### src/rtl/nanov_spi_mem_ctrl_if.sv
// nanov_spi_mem_ctrl_if: core-side fetch/load/store bus of nanov_spi_mem_ctrl
interface nanov_spi_mem_ctrl_if #(
    parameter int ADDR_BITS = 24
);
    logic                 start_instr;
    logic                 start_read;
    logic                 start_write;
    logic [ADDR_BITS-1:0] addr;
    logic [1:0]           size;
    logic [31:0]          wdata;
    logic                 stop;
    logic                 busy;
    logic [31:0]          instr_out;
    logic                 instr_ready;
    logic [31:0]          rdata;
    logic                 rdata_ready;
    logic                 write_done;

    modport master (
        output start_instr, start_read, start_write, addr, size, wdata, stop,
        input  busy, instr_out, instr_ready, rdata, rdata_ready, write_done
    );

    modport slave (
        input  start_instr, start_read, start_write, addr, size, wdata, stop,
        output busy, instr_out, instr_ready, rdata, rdata_ready, write_done
    );
endinterface

### src/rtl/nanov_spi_mem_ctrl.sv
// nanov_spi_mem_ctrl: SPI mode-0 master turning nanoV fetch/load/store requests
// into READ (0x03) / WRITE (0x02) transactions, words little-endian.
module nanov_spi_mem_ctrl #(
    parameter int ADDR_BITS = 24
) (
    input  logic                clk,
    input  logic                rst,
    nanov_spi_mem_ctrl_if.slave bus,
    output logic                spi_cs_n,
    output logic                spi_sck,
    output logic                spi_mosi,
    input  logic                spi_miso
);
    localparam int TW = 8 + ADDR_BITS + 32;
    localparam logic [2:0] IDLE = 3'd0, CMD = 3'd1, ADDR = 3'd2, DATA = 3'd3, DESEL = 3'd4;
    localparam logic [1:0] M_INSTR = 2'd0, M_READ = 2'd1, M_WRITE = 2'd2;

    logic [2:0]    state;
    logic [1:0]    mode;
    logic [1:0]    sz;
    logic [1:0]    dcnt;
    logic          phase;
    logic [5:0]    cnt;
    logic [5:0]    data_bits;
    logic [TW-1:0] tx;
    logic [30:0]   rx;
    logic [31:0]   rx_next;
    logic [31:0]   sw;
    logic [31:0]   wswap;
    logic [31:0]   rd_word;
    logic          any_start;

    // rx collects bytes in arrival order, so a byte swap yields the little-endian word
    assign rx_next   = {rx, spi_miso};
    assign sw        = {rx_next[7:0], rx_next[15:8], rx_next[23:16], rx_next[31:24]};
    assign wswap     = {bus.wdata[7:0], bus.wdata[15:8], bus.wdata[23:16], bus.wdata[31:24]};
    assign rd_word   = sz[1] ? sw : sz[0] ? {16'd0, sw[31:16]} : {24'd0, sw[31:24]};
    assign data_bits = (mode == M_INSTR || sz[1]) ? 6'd31 : sz[0] ? 6'd15 : 6'd7;
    assign any_start = bus.start_write | bus.start_read | bus.start_instr;
    // tx is cleared outside a transmit window, which keeps mosi low there
    assign spi_mosi  = tx[TW-1];
    assign bus.busy  = state != IDLE;

    always_ff @(posedge clk or posedge rst) begin
        if (rst) begin
            state           <= IDLE;
            mode            <= M_INSTR;
            sz              <= 2'd0;
            dcnt            <= 2'd0;
            phase           <= 1'b0;
            cnt             <= 6'd0;
            tx              <= '0;
            rx              <= '0;
            spi_cs_n        <= 1'b1;
            spi_sck         <= 1'b0;
            bus.instr_out   <= '0;
            bus.instr_ready <= 1'b0;
            bus.rdata       <= '0;
            bus.rdata_ready <= 1'b0;
            bus.write_done  <= 1'b0;
        end else begin
            bus.instr_ready <= 1'b0;
            bus.rdata_ready <= 1'b0;
            bus.write_done  <= 1'b0;
            if (state == IDLE) begin
                if (any_start) begin
                    state    <= CMD;
                    mode     <= bus.start_write ? M_WRITE : bus.start_read ? M_READ : M_INSTR;
                    sz       <= bus.size;
                    tx       <= {bus.start_write ? 8'h02 : 8'h03, bus.addr, bus.start_write ? wswap : 32'd0};
                    cnt      <= 6'd7;
                    phase    <= 1'b0;
                    spi_cs_n <= 1'b0;
                end
            end else if (state == DESEL) begin
                spi_cs_n <= 1'b1;
                dcnt     <= dcnt - 2'd1;
                if (dcnt == 2'd1)
                    state <= IDLE;
            end else if (mode == M_INSTR && bus.stop) begin
                state    <= DESEL;
                dcnt     <= 2'd2;
                spi_cs_n <= 1'b1;
                spi_sck  <= 1'b0;
                tx       <= '0;
            end else if (!phase) begin
                spi_sck <= 1'b1;
                phase   <= 1'b1;
            end else begin
                spi_sck <= 1'b0;
                phase   <= 1'b0;
                tx      <= tx << 1;
                rx      <= rx_next[30:0];
                cnt     <= cnt - 6'd1;
                if (cnt == 6'd0) begin
                    if (state == CMD) begin
                        state <= ADDR;
                        cnt   <= 6'(ADDR_BITS - 1);
                    end else if (state == ADDR) begin
                        state <= DATA;
                        cnt   <= data_bits;
                    end else if (mode == M_INSTR) begin
                        bus.instr_out   <= sw;
                        bus.instr_ready <= 1'b1;
                        cnt             <= 6'd31;
                    end else begin
                        // one extra DESEL count keeps cs_n low through the pulse cycle
                        state           <= DESEL;
                        dcnt            <= 2'd3;
                        tx              <= '0;
                        bus.rdata_ready <= mode == M_READ;
                        bus.write_done  <= mode != M_READ;
                        if (mode == M_READ)
                            bus.rdata <= rd_word;
                    end
                end
            end
        end
    end
endmodule

### src/flat_wrapper.sv
// flat-port wrapper written by rule: the top's interface ports become plain ports
module nanov_spi_mem_ctrl_flat 
#(
    parameter int ADDR_BITS = 24
)
  (clk, rst, spi_cs_n, spi_sck, spi_mosi, spi_miso, bus_start_instr, bus_start_read, bus_start_write, bus_addr, bus_size, bus_wdata, bus_stop, bus_busy, bus_instr_out, bus_instr_ready, bus_rdata, bus_rdata_ready, bus_write_done);
  nanov_spi_mem_ctrl_if #(.ADDR_BITS(ADDR_BITS)) bus_i ();
  input  logic clk;
  input  logic rst;
  output logic spi_cs_n;
  output logic spi_sck;
  output logic spi_mosi;
  input  logic spi_miso;
  input wire logic [$bits(bus_i.start_instr)-1:0] bus_start_instr;
  input wire logic [$bits(bus_i.start_read)-1:0] bus_start_read;
  input wire logic [$bits(bus_i.start_write)-1:0] bus_start_write;
  input wire logic [$bits(bus_i.addr)-1:0] bus_addr;
  input wire logic [$bits(bus_i.size)-1:0] bus_size;
  input wire logic [$bits(bus_i.wdata)-1:0] bus_wdata;
  input wire logic [$bits(bus_i.stop)-1:0] bus_stop;
  output wire logic [$bits(bus_i.busy)-1:0] bus_busy;
  output wire logic [$bits(bus_i.instr_out)-1:0] bus_instr_out;
  output wire logic [$bits(bus_i.instr_ready)-1:0] bus_instr_ready;
  output wire logic [$bits(bus_i.rdata)-1:0] bus_rdata;
  output wire logic [$bits(bus_i.rdata_ready)-1:0] bus_rdata_ready;
  output wire logic [$bits(bus_i.write_done)-1:0] bus_write_done;
  assign bus_i.start_instr = bus_start_instr;
  assign bus_i.start_read = bus_start_read;
  assign bus_i.start_write = bus_start_write;
  assign bus_i.addr = bus_addr;
  assign bus_i.size = bus_size;
  assign bus_i.wdata = bus_wdata;
  assign bus_i.stop = bus_stop;
  assign bus_busy = bus_i.busy;
  assign bus_instr_out = bus_i.instr_out;
  assign bus_instr_ready = bus_i.instr_ready;
  assign bus_rdata = bus_i.rdata;
  assign bus_rdata_ready = bus_i.rdata_ready;
  assign bus_write_done = bus_i.write_done;
  nanov_spi_mem_ctrl #(.ADDR_BITS(ADDR_BITS)) u_core (.clk(clk), .rst(rst), .bus(bus_i), .spi_cs_n(spi_cs_n), .spi_sck(spi_sck), .spi_mosi(spi_mosi), .spi_miso(spi_miso));
endmodule
### config.mk
export PLATFORM = sky130hd
export DESIGN_NAME = nanov_spi_mem_ctrl_flat
export DESIGN_NICKNAME = d
export VERILOG_FILES = /design/src/rtl/nanov_spi_mem_ctrl_if.sv /design/src/rtl/nanov_spi_mem_ctrl.sv /design/src/flat_wrapper.sv
export SDC_FILE = /design/constraint.sdc
export NUM_CORES = 1
export LEC_CHECK = 0
export ABC_AREA = 0
export CAP_MARGIN = 20
export CORE_MARGIN = 2
export CORE_UTILIZATION = 50
export CTS_CLUSTER_SIZE = 24
export DETAILED_ROUTE_END_ITERATION = 7
export GPL_TIMING_DRIVEN = 0
export PLACE_DENSITY = 0.79
export SLEW_MARGIN = 10
export SYNTH_ARGS = -nofsm -noshare
export SYNTH_HDL_FRONTEND = slang
export SYNTH_SLANG_ARGS = --single-unit
### constraint.sdc
create_clock -name clk -period 20.4 [get_ports clk]
set_clock_uncertainty 0.15 [all_clocks]
set_input_delay 5.1 -clock clk [delete_from_list [all_inputs] [get_ports clk]]
set_output_delay 5.1 -clock clk [all_outputs]
set_load 0.02 [all_outputs]
==> flow_metrics.env, run 1 <==
export IMPL_p_per_area_nw_per_um2=141
export IMPL_ant_nets=0
export IMPL_syn_inst=862
export IMPL_tightest_slew_ps=634
export IMPL_post_route_util=0.651
export IMPL_ios=136
export IMPL_wl_per_cell_um=16.4
export IMPL_synth_area_sq_um=8050
export IMPL_irDropWorstVdd_mv=0.0732
export IMPL_die_w_um=131
export IMPL_timing_hold_ws_ps=314
export IMPL_crit_arrival_ps=7450
export IMPL_max_stage_delay_ps=520
export IMPL_worst_path_max_fanout=10
export IMPL_syn_to_final_growth_pct=28.1
export IMPL_place_ws_ps=12700
export IMPL_via_per_inst=5.41
export IMPL_layout_drive_gt1_share=0.114
export IMPL_cts_hold_buf=0
export IMPL_ys_ff_latch=180
export IMPL_dr_pass1_iters=5
export IMPL_synth_top_area_cell="dfrtp_1"
export IMPL_ys_warn_count=0
export IMPL_tritoncts="done"
export IMPL_status="completed"
export IMPL_drv_slew=0
export IMPL_grt_pass1_wl_mm=32.7
export IMPL_final_area_sq_um=10300
export IMPL_fin_crit_sh=0.358
export IMPL_row_count=46
export IMPL_syn_nets=929
export IMPL_place_hpwl_mm=14.2
export IMPL_relSlewSlack=0.578
export IMPL_synth_main_ff_cell="dfrtp_1"
export IMPL_cp_start_kind="input port"
export IMPL_die_area_sq_um=17100
export IMPL_synth_area_per_cell_sq_um=9.33
export IMPL_ys_seq_area_frac=0.560
export IMPL_p_leak_nw=4.83
export IMPL_yosys_cell_types_count=50
export IMPL_layout_nets=1084
export IMPL_hold_violations=0
export IMPL_maxCapViolations=0
export IMPL_slowest_stage="clkdlybuf4s50_1"
export IMPL_core_area_sq_um=15800
export IMPL_mostFrequentLayoutCell="nand2_1"
export IMPL_grt_max_degree=95
export IMPL_crit_chain="clkdlybuf4s50_1 > nor3b_1 > buf_2 > or3_1 > nand3_2 > clkbuf_1 > a221oi_1 > nor2_1"
export IMPL_fmax_ghz=0.137
export IMPL_antenna_found_initial=0
export IMPL_final_cell_mix="nand2_1, dfrtp_1, nor2_1, clkdlybuf4s50_1, a221oi_2"
export IMPL_setup_viol=0
export IMPL_io_buffers=135
export IMPL_place_congestion=0.830
export IMPL_routed_wl_mm=20.5
export IMPL_fin_ws_ps=13110
export IMPL_clk_path_buf_depth=2
export IMPL_start_util=0.508
export IMPL_cts_root_buf="clkbuf_16"
export IMPL_critPathBufInv=3
export IMPL_clkTransAtPathRegs_ps=70
export IMPL_path_delay_family="buffers and inverters"
export IMPL_insertedDiodeCount=0
export IMPL_cts_htree_levels=4
export IMPL_worstSkewPairLatency_ps=440
export IMPL_path_class="in2reg"
export IMPL_synth_edf_count=0
export IMPL_grt_setup_unrepaired="no"
export IMPL_cts_made_buffers=17
export IMPL_clkSinkCount=180
export IMPL_tns_ps=0
export IMPL_min_period_ps=7290
export IMPL_place_area_sq_um=9700
export IMPL_track_usage=0.246
export IMPL_grt_pass1_vias=6613
export IMPL_die_y_um=131
export IMPL_drt_iter0_drc=439
export IMPL_synth_top_area_frac=0.557
export IMPL_worstHoldPathType="reg2reg"
export IMPL_async_reset_ff_frac=1.00
export IMPL_ctsResizeCount=0
export IMPL_critPathRequiredTime_ps=20560
export IMPL_dr_total_vias=6736
export IMPL_drc=0
export IMPL_cts_setup_buffers=0
export IMPL_netlist_top_cells_area="dfrtp_1, nand2_1, nor2_1"
export IMPL_grt_ovfl_total=0
export IMPL_end_kind="flip-flop"
synthesized netlist by cell type, types with 3 or more instances:
master	n
mux2i_1	8
o21ai_0	26
buf_6	8
or3_1	4
a221oi_2	30
nand3_1	25
mux2_2	4
inv_1	8
clkbuf_1	26
buf_2	27
a221oi_1	25
a21boi_0	3
dfrtp_1	179
nor2_1	142
a21oi_1	26
o211ai_1	3
nand2_1	272
flip-flops by register name (all words and copies together), names as in the netlist, 2 cells and up:
register              flops
u_core.mode               2
u_core.state              3
u_core.bus.instr_out     32
u_core.rx                31
u_core.tx                64
u_core.bus.rdata         32
u_core.sz                 2
u_core.dcnt               2
u_core.cnt                6
logic make-up after synthesis:
kind of cell    count (synthesis)  synth area share
simple gates                  467             0.236
flops                         180             0.560
compound gates                128             0.139
buf+inv                        71            0.0448
mux                            12            0.0155
xor+xnor                        2           0.00218
fa+ha+maj                       2           0.00311
per-layer routing:
| metal | global-route usage | share of wire | vias to the layer above |
|---|---|---|---|
| li1 | - | - | 3202 |
| met1 | 0.316 | 0.43 | 3257 |
| met2 | 0.410 | 0.48 | 248 |
| met3 | 0.0594 | 0.072 | 29 |
| met4 | 0.0870 | 0.018 | 0 |
| met5 | 0 | 0 | - |
through the flow:
step / total power, mW / cells
5_1_grt: 1.56 / 1246
6_report: 1.46 / 1246
3_3_place_gp: 1.10 / 1213
2_1_floorplan: 0.972 / 862
3_5_place_dp: 1.13 / 1214
4_1_cts: 1.46 / 1246
worst register-to-register path: cells and delay by family, from the launching register on:
kind                     cells  cell delay (ps)
AND/OR/NAND/NOR              5             1490
adder cells (fa/ha/maj)      1              160
flip-flops                   1              400
buffers and inverters        2              410
path summary, 6_finish.rpt:
| kind | from | end | slack (ps) | depth (start not counted) |
|---|---|---|---|---|
| max | bus_stop | u_core.tx[55] | 13110 | 8 |
| min | u_core.bus.instr_out[5] | u_core.bus.instr_out[5] | 310 | 2 |
| max reg2reg | u_core.cnt[0] | u_core.bus.instr_out[23] | 17680 | 8 |
| min reg2reg | u_core.bus.instr_out[5] | u_core.bus.instr_out[5] | 310 | 2 |
| max in group asynchronous | rst | u_core.spi_cs_n | 14240 | 3 |
| min in group asynchronous | rst | u_core.tx[15] | 4990 | 2 |
power by group:
part | internal [mW] | switching [mW]
clock | 0.183 | 0.151
sequential | 0.456 | 0.0734
combinational | 0.236 | 0.358
area by class of cell:
cell class | instances | area [sq um]
fillers | 1262 | 5520
flip-flops and latches | 180 | 4510
multi-input cells | 611 | 3180
repair buffers | 136 | 1380
clock buffers | 20 | 467
plain buffers | 61 | 323
well taps | 216 | 270
clock inverters | 12 | 141
inverters | 10 | 45.0
Power figures use the tool's default switching activity.
==> run 2, diff against run 1 <==
==> constraint.sdc (replaced) <==
create_clock -name clk -period 7.3 [get_ports clk]
set_clock_uncertainty 0.15 [all_clocks]
set_input_delay 1.825 -clock clk [delete_from_list [all_inputs] [get_ports clk]]
set_output_delay 1.825 -clock clk [all_outputs]
set_load 0.02 [all_outputs]
==> results of run 2 <==
The final DEF is identical to that of run 1. Status: completed.
Main changes from that run: setup slack after placement 12700 ps -> 2880 ps; setup slack after layout 13110 ps -> 3280 ps; register-to-register setup slack 17680 ps -> 4580 ps; total power 1.46 mW -> 4.07 mW; worst IR drop on VDD 0.0732 mV -> 0.205 mV
==> run 3, diff against run 2 <==
==> constraint.sdc (replaced) <==
create_clock -name clk -period 4 [get_ports clk]
set_clock_uncertainty 0.15 [all_clocks]
set_input_delay 1 -clock clk [delete_from_list [all_inputs] [get_ports clk]]
set_output_delay 1 -clock clk [all_outputs]
set_load 0.02 [all_outputs]
==> run 3 against run 2 <==
Design area increased by 0.73%; sequential power increased by 83%; combinational power increased by 84%; non-clock buffer count increased by 4; flip-flop and latch count unchanged; worst setup slack got worse by 2500 ps; via count increased by 1.2%; clock power increased by 87%; hold slack improved by 2.6 ps; critical endpoint is now bus_busy.
==> flow_metrics.env, run 3 (synthesis results as in run 1) <==
export IMPL_irDropWorstVdd_mv=0.390
export IMPL_clkSinkCount=180
export IMPL_tritoncts="done"
export IMPL_cts_made_buffers=17
export IMPL_p_total_mw=7.52
export IMPL_grt_pass1_wl_mm=33.1
export IMPL_fin_crit_sh=0.799
export IMPL_clk_path_buf_depth=2
export IMPL_end_kind="output port"
export IMPL_grt_ovfl_total=0
export IMPL_grt_setup_unrepaired="no"
export IMPL_drc=0
export IMPL_ctsResizeCount=0
export IMPL_relSlewSlack=0.564
export IMPL_insertedDiodeCount=0
export IMPL_power_frac_seq=0.360
export IMPL_place_hpwl_mm=14.3
export IMPL_die_y_um=131
export IMPL_hold_path_startpoint="u_core.bus.rdata[25]"
export IMPL_fillers=1268
export IMPL_p_sw_frac=0.395
export IMPL_timing_rr_end="u_core.bus.instr_out[6]"
export IMPL_final_area_sq_um=10400
export IMPL_grt_max_degree=38
export IMPL_cp_endpoint="bus_busy"
export IMPL_rrSetupSlack_ps=1300
export IMPL_row_count=46
export IMPL_grt_pass1_vias=6627
export IMPL_regMostFlops="u_core.tx"
export IMPL_fin_ws_ps=803
export IMPL_dr_total_vias=6818
export IMPL_status="completed"
export IMPL_cts_root_buf="clkbuf_16"
export IMPL_worstSkewPairLatency_ps=430
export IMPL_reg_top3="u_core.tx x64, u_core.bus.instr_out x32, u_core.bus.rdata x32"
export IMPL_critPathRequiredTime_ps=2850
export IMPL_p_clk_frac=0.233
export IMPL_wl_per_cell_um=16.4
export IMPL_largest_register_ffs=64
export IMPL_cts_setup_buffers=0
export IMPL_worstHoldPathType="reg2reg"
export IMPL_clkTransAtPathRegs_ps=70
export IMPL_place_area_sq_um=9770
export IMPL_cts_htree_levels=4
export IMPL_place_congestion=0.860
export IMPL_p_leak_nw=4.86
export IMPL_ios=136
export IMPL_combPwrFrac=0.407
export IMPL_layout_drive_gt1_share=0.115
export IMPL_crit_start="u_core.state[2]"
export IMPL_final_cell_mix="nand2_1, dfrtp_1, nor2_1, clkdlybuf4s50_1, a221oi_2"
export IMPL_setup_viol=0
export IMPL_crit_arrival_ps=2050
export IMPL_mostFrequentLayoutCell="nand2_1"
export IMPL_core_area_sq_um=15800
export IMPL_layout_nets=1088
export IMPL_path_class="reg2out"
export IMPL_min_period_ps=3200
export IMPL_p_per_area_nw_per_um2=724
export IMPL_place_ws_ps=424
export IMPL_start_util=0.508
export IMPL_rr_worst_depth=8
export IMPL_hold_violations=0
export IMPL_io_buffers=135
export IMPL_tightest_slew_ps=654
export IMPL_track_usage=0.247
export IMPL_drt_iter0_drc=511
export IMPL_syn_to_final_growth_pct=29.1
export IMPL_routed_wl_mm=20.5
export IMPL_via_per_inst=5.46
export IMPL_p_sw_mw=2.97
export IMPL_ant_nets=0
export IMPL_drv_slew=0
export IMPL_cts_hold_buf=0
export IMPL_cp_start_kind="flip-flop"
export IMPL_intPower_mw=4.55
export IMPL_r2r_start="u_core.cnt[0]"
export IMPL_die_w_um=131
export IMPL_maxCapViolations=0
export IMPL_fmax_ghz=0.313
export IMPL_die_area_sq_um=17100
export IMPL_worst_path_max_fanout=10
export IMPL_antenna_found_initial=0
export IMPL_dr_pass1_iters=5
-- run 3: worst max-delay path, cell delays in order, from the launching register on --
cell	delay, ps
dfrtp_1	350
buf_2	190
nor3_4	340
inv_2	170
clkdlybuf4s50_1	570
-- run 3: worst min path at each step --
| stage | end | slack (ps) | cells past startpoint |
|---|---|---|---|
| after floorplan | u_core.tx[58] | 290 | 2 |
| after global placement | u_core.bus.instr_out[31] | 300 | 2 |
| after detailed placement | u_core.bus.instr_out[31] | 300 | 2 |
| after CTS | u_core.bus.rdata[25] | 320 | 2 |
| after global routing | u_core.bus.instr_out[5] | 330 | 2 |
| final | u_core.bus.rdata[25] | 320 | 2 |
-- run 3: area by class of cell --
class	count	area [sq um]	share of cell area
clock buffers	19	443	0.0426
repair buffers	140	1450	0.140
inverters	10	41.3	0.00398
multi-input cells	611	3180	0.306
well taps	216	270	0.0260
flip-flops and latches	180	4510	0.434
clock inverters	12	171	0.0165
plain buffers	61	323	0.0311
-- run 3: power groups by stage --
stage	combinational (mW)	sequential, mW	clock [mW]
2_1_floorplan	2.33	2.63	0
3_3_place_gp	2.94	2.70	0
3_5_place_dp	3.03	2.73	0
4_1_cts	3.06	2.70	1.77
5_1_grt	3.43	2.76	1.84
6_report	3.06	2.71	1.75
-- run 3: stage by stage --
stage | util | std cells | setup TNS [ps] | hold slack (ps)
3_5_place_dp | 0.617 | 1218 | 0 | 305
3_3_place_gp | 0.611 | 1213 | -163450 | 298
6_report | 0.656 | 1249 | 0 | 317
5_1_grt | 0.656 | 1249 | 0 | 334
4_1_cts | 0.656 | 1249 | 0 | 319
2_1_floorplan | - | 862 | 0 | 288
-- run 3: layer usage --
metal / track usage / wire (um) / up-vias
met5: 0 / 0 / -
met4: 0.0732 / 304 / 0
met3: 0.0546 / 1410 / 33
met2: 0.396 / 9820 / 241
met1: 0.342 / 9000 / 3340
li1: - / - / 3204
